`config.mk`:
```
export PLATFORM = sky130hd
export DESIGN_NAME = ei_mac10_job_seq
export DESIGN_NICKNAME = d
export VERILOG_FILES = /design/src/rtl/ei_mac10_job_seq.sv
export SDC_FILE = /design/constraint.sdc
export NUM_CORES = 1
export LEC_CHECK = 0
export CAP_MARGIN = 20
export CORE_ASPECT_RATIO = 1.25
export CORE_MARGIN = 8
export CORE_UTILIZATION = 30
export CTS_BUF_LIST = sky130_fd_sc_hd__clkbuf_4 sky130_fd_sc_hd__clkbuf_8 sky130_fd_sc_hd__clkbuf_16
export CTS_CLUSTER_SIZE = 28
export DETAILED_ROUTE_END_ITERATION = 12
export PLACE_DENSITY = 0.64
export SYNTH_ARGS = -nofsm -noshare
export SYNTH_HDL_FRONTEND = slang
export SYNTH_SLANG_ARGS = --single-unit
```
`constraint.sdc`:
```
create_clock -name clk -period 5.4 [get_ports clk]
set_input_delay 0.54 -clock clk [delete_from_list [all_inputs] [get_ports clk]]
set_output_delay 0.54 -clock clk [all_outputs]
set_load 0.01 [all_outputs]
```
`src/rtl/ei_mac10_job_seq.sv`:
```
// ei_mac10_job_seq: job sequencer for the 10-lane 8x8 pipelined MAC.
// Clears the MAC, streams chunks, counts returns, presents the final acc.
module ei_mac10_job_seq #(
    parameter int LAT     = 3,
    parameter int NCH_W   = 8,
    parameter int TIMEOUT = 16
) (
    input  logic             clk,
    input  logic             rst,
    input  logic             cmd_valid,
    output logic             cmd_ready,
    input  logic [NCH_W-1:0] cmd_nchunks,
    input  logic             in_valid,
    output logic             in_ready,
    input  logic [79:0]      in_a,
    input  logic [79:0]      in_b,
    output logic             mac_en,
    output logic             mac_valid_in,
    output logic             mac_clr_acc,
    output logic [79:0]      mac_a_vec,
    output logic [79:0]      mac_b_vec,
    input  logic [31:0]      mac_acc_out,
    input  logic             mac_valid_out,
    output logic             res_valid,
    input  logic             res_ready,
    output logic [31:0]      res_data,
    output logic             res_err,
    output logic             busy,
    output logic [15:0]      jobs_done
);

    typedef enum logic [2:0] {
        S_IDLE,
        S_CLEAR,
        S_STREAM,
        S_DRAIN,
        S_RESULT
    } state_t;

    localparam int WD_W = $clog2(TIMEOUT + 1);
    // Abort decided here so res_valid lands TIMEOUT cycles after the last return
    localparam logic [WD_W-1:0] WD_LAST = WD_W'(TIMEOUT - 2);

    state_t           state;
    state_t           state_nx;
    logic [NCH_W-1:0] nchunks;
    logic [NCH_W-1:0] issued;
    logic [NCH_W-1:0] returned;
    logic [NCH_W-1:0] returned_inc;
    logic [WD_W-1:0]  wd;
    logic             in_hs;
    logic             res_hs;
    logic             last_issue;
    logic             res_load;
    logic             res_zero;
    logic             res_err_nx;

    assign mac_en       = ~rst;
    assign cmd_ready    = ~rst & (state == S_IDLE);
    assign in_ready     = ~rst & (state == S_STREAM) & (issued != nchunks);
    assign mac_clr_acc  = ~rst & (state == S_CLEAR);
    assign res_valid    = ~rst & (state == S_RESULT);
    assign busy         = (state != S_IDLE);
    assign in_hs        = in_valid & in_ready;
    assign res_hs       = res_valid & res_ready;
    assign last_issue   = (issued + NCH_W'(1)) == nchunks;
    assign returned_inc = returned + NCH_W'(mac_valid_out);

    always_comb begin
        state_nx   = state;
        res_load   = 1'b0;
        res_zero   = 1'b0;
        res_err_nx = 1'b0;
        unique case (state)
            S_IDLE: begin
                if (cmd_valid) state_nx = S_CLEAR;
            end
            S_CLEAR: begin
                if (nchunks == '0) begin
                    state_nx = S_RESULT;
                    res_load = 1'b1;
                    res_zero = 1'b1;
                end else begin
                    state_nx = S_STREAM;
                end
            end
            S_STREAM: begin
                if (in_hs && last_issue) state_nx = S_DRAIN;
            end
            S_DRAIN: begin
                if (mac_valid_out && returned_inc == nchunks) begin
                    state_nx = S_RESULT;
                    res_load = 1'b1;
                end else if (!mac_valid_out && wd == WD_LAST) begin
                    state_nx   = S_RESULT;
                    res_load   = 1'b1;
                    res_err_nx = 1'b1;
                end
            end
            S_RESULT: begin
                if (res_hs) state_nx = S_IDLE;
            end
            default: state_nx = S_IDLE;
        endcase
    end

    always_ff @(posedge clk) begin
        if (rst) begin
            state        <= S_IDLE;
            nchunks      <= '0;
            issued       <= '0;
            returned     <= '0;
            wd           <= '0;
            mac_valid_in <= 1'b0;
            mac_a_vec    <= '0;
            mac_b_vec    <= '0;
            res_data     <= '0;
            res_err      <= 1'b0;
            jobs_done    <= '0;
        end else begin
            state        <= state_nx;
            mac_valid_in <= in_hs;
            if (in_hs) begin
                mac_a_vec <= in_a;
                mac_b_vec <= in_b;
                issued    <= issued + NCH_W'(1);
            end
            if (cmd_valid && cmd_ready) begin
                nchunks  <= cmd_nchunks;
                issued   <= '0;
                returned <= '0;
            end
            if ((state == S_STREAM || state == S_DRAIN) && mac_valid_out)
                returned <= returned_inc;
            if (state != S_DRAIN || mac_valid_out)
                wd <= '0;
            else
                wd <= wd + WD_W'(1);
            if (res_load) begin
                res_data <= res_zero ? 32'd0 : mac_acc_out;
                res_err  <= res_err_nx;
            end
            if (res_hs) jobs_done <= jobs_done + 16'd1;
        end
    end

endmodule

```
==> metrics.txt <==
status=complete, no violations; LEAKAGE=5.98 nW; register area share after synthesis=51.2%; WP data required=5850 ps; buffers and inverters on the worst path=1; setup bufs post-CTS=0; count of pins over their slew limit=0; hold_ws=450 ps; total gr overflow=0; Hold Vio Cnt, Final=0; crit-path leading delay family=compound AO/OA/AOI/OAI gates; Post-DP Area=13,900 um2; Placeable Area=31,000 um2; DR pass1 iterations=5; setup tns final=0 ps; TritonCTS Buffers=27; final cell count without fillers=1,971; Max VDD drop=243 uV; Slew @ Worst Pin=1040 ps; Async SR Flop Fraction=0%; Peak Freq=0.282 GHz; remaining antenna violation count=0; # hold bufs at CTS=0; nature of the critical path startpoint=input port; H-tree Lvls=1; final instance area=14,700 um2; first-pass GRT wire length=51,100 um; # setup viols final=0; clock-pin slew on the worst setup and hold paths=60 ps; Setup Skew=14.2 ps; die area=37,500 um2; Post-Synthesis Cell Area=9460 um2; insertion delay to the later sink of the worst-skew pair=530 ps; Post-CTS Resized=0; I/O Buffers=421; share of layout cells above drive strength 1=4.09%; First DRT Iteration DRCs=459; vias=9,172; Hold Startpoint=mac_b_vec[24]$_SDFFE_PP0P_; GRT Util Overall=16.7%; Area contributors post-synth=dfxtp_1 51%, nand2_1 17%, nand3_1 9.3%; Netlist cell types=50; Setup crit end kind=flop; number of flops mapped to enable cells by yosys=0; worst-path cell chain=clkdlybuf4s50_1 > ha_1 > ha_1 > nand3_2 > or3_1 > a211o_1 > nor4_4 > o21a_2 > mux2i_1; # DRC=0; hold path depth=2; Starting Density=30.5%; wire per inst=16.6 um; pin count of the biggest net entering global routing=170; antenna violations before repair=0; Die H=215 um; # rows=72; pwr dens=332 nW/um2; r2r setup slk=2160 ps; Min-Delay Endpoint=mac_b_vec[24]$_SDFFE_PP0P_; max_cap viols=0; diode count=0; Final period util=65.7%; ys flop type=dfxtp_1; Rel. slew slack=30.5%; IO Pins=422; CTS tree=done; clk sinks=242; Max clock buf depth=3; post-synthesis cell count=1,175; Tmin final=3550 ps; DPL Wire Length=23,700 um; Yosys top cell area share=51.2%; gpl congestion=0.795; post-synthesis register bit count=242; Synthesis Warnings=0; worst r2r src=returned[0]$_SDFFE_PP0P_; critical path's largest stage delay=850 ps; Yosys top cell by area=dfxtp_1; Cells after DPL=1,927; syn_area_per_cell=8.05 um2; Worst Hold Class=reg2reg; total routed wirelength=32,700 um; Via density=4.65; RSZ-0062 raised after global routing=false; Final #Nets=1,762; most frequent CP cell=ha_1; slowest CP cell=o21a_2; reg2reg path depth=8; Worst R2R End=res_data[15]$_SDFFE_PP0P_; CP Class=in2reg; Area Overhead vs Synth=55.5%; clk root buf=clkbuf_16; Worst EP arrival=4000 ps; Die Width=175 um; Net Count, Synth=1,388; crit-path max FO=33; vias in the first global route=9,035
==> cell families after synthesis <==
group                    share of synthesized area, %
AND/OR/NAND/NOR                                  31.8
flip-flops                                       51.2
buffers and inverters                            4.59
AO/OA/AOI/OAI                                    4.07
XOR/XNOR                                         3.80
multiplexers                                     3.60
adder cells (fa/ha/maj)                         0.926
==> report_power, final <==
| part | leakage [nW] | internal (mW) | switching, mW |
|---|---|---|---|
| Clock | 0.418 | 1.01 | 0.707 |
| Combinational | 3.61 | 0.555 | 0.526 |
| Sequential | 1.96 | 1.96 | 0.136 |
==> metal layers <==
layer  up-vias  share of wire (%)  GRT usage, %
met5         -                  0             0
met4         0                2.6          5.77
met3        47                 11          7.50
met2       359                 47          28.2
met1      4165                 39          18.1
li1       4601                  -             -
==> synthesized netlist by cell type (2+ instances only) <==
cell type	instances
buf_12	3
mux2i_1	34
dfxtp_1	242
ha_1	7
a211oi_1	2
nand4_1	9
and4_1	2
and2_1	3
and3_1	5
o21a_1	3
nor3_1	6
inv_1	6
nand3_1	175
o21ai_0	29
clkbuf_1	52
nand3b_1	2
a211o_1	2
buf_2	25
nor2_1	46
a21oi_1	20
or4_1	6
nand2_1	418
nor4_1	3
or3_1	10
xor2_1	23
xnor2_1	18
==> state kept, by name, indices dropped and copies added, names as in the netlist <==
signal	count
res_err	1
state	3
issued	8
res_data	32
mac_a_vec	80
nchunks	8
jobs_done	16
returned	8
mac_b_vec	80
wd	5
mac_valid_in	1
==> tightest hold or removal path: cells and delay by family (launching register included) <==
family,cells,cell delay [ps]
flip-flops,1,300
AND/OR/NAND/NOR,2,100
==> layout make-up <==
cell class | count | area (um2)
inverter | 7 | 31.3
clock buffer | 39 | 791
fill | 3051 | 16300
tap | 407 | 509
multi-input combinational | 842 | 4200
sequential | 242 | 4840
clock inverter | 5 | 28.8
timing repair buffer | 429 | 4300
==> layout by cell type, fill, tap and decap left out, drive strengths merged, types with 7 or more instances in the layout <==
master / n
inv: 7
clkdlybuf4s50: 421
clkbuf: 39
mux2i: 34
a21oi: 20
nand4: 9
or3: 11
xor2: 23
buf: 8
dfxtp: 242
nor2: 46
nand2: 418
o21ai: 30
nand3: 176
xnor2: 18
ha: 7
==> worst max path at each step <==
stage                                endpoint          start  cells after the start
floorplan           res_data[10]$_SDFFE_PP0P_  mac_valid_out                     10
global placement         res_err$_SDFFE_PP0P_  mac_valid_out                      9
detailed placement  res_data[15]$_SDFFE_PP0P_  mac_valid_out                      9
CTS                 res_data[15]$_SDFFE_PP0P_  mac_valid_out                      9
global route        res_data[14]$_SDFFE_PP0P_  mac_valid_out                      9
finish              res_data[15]$_SDFFE_PP0P_  mac_valid_out                      9
==> per-stage QoR <==
| step | worst slack, ps | utilization [%] | power [mW] |
|---|---|---|---|
| 2_1_floorplan | 2720 | - | 2.60 |
| 3_3_place_gp | 1310 | 44.8 | 3.22 |
| 3_5_place_dp | 1300 | 44.8 | 3.23 |
| 4_1_cts | 1850 | 47.5 | 4.98 |
| 5_1_grt | 1670 | 47.5 | 5.16 |
| 6_report | 1850 | 47.5 | 4.89 |
Note: power is estimated with default switching activity, not from simulation.
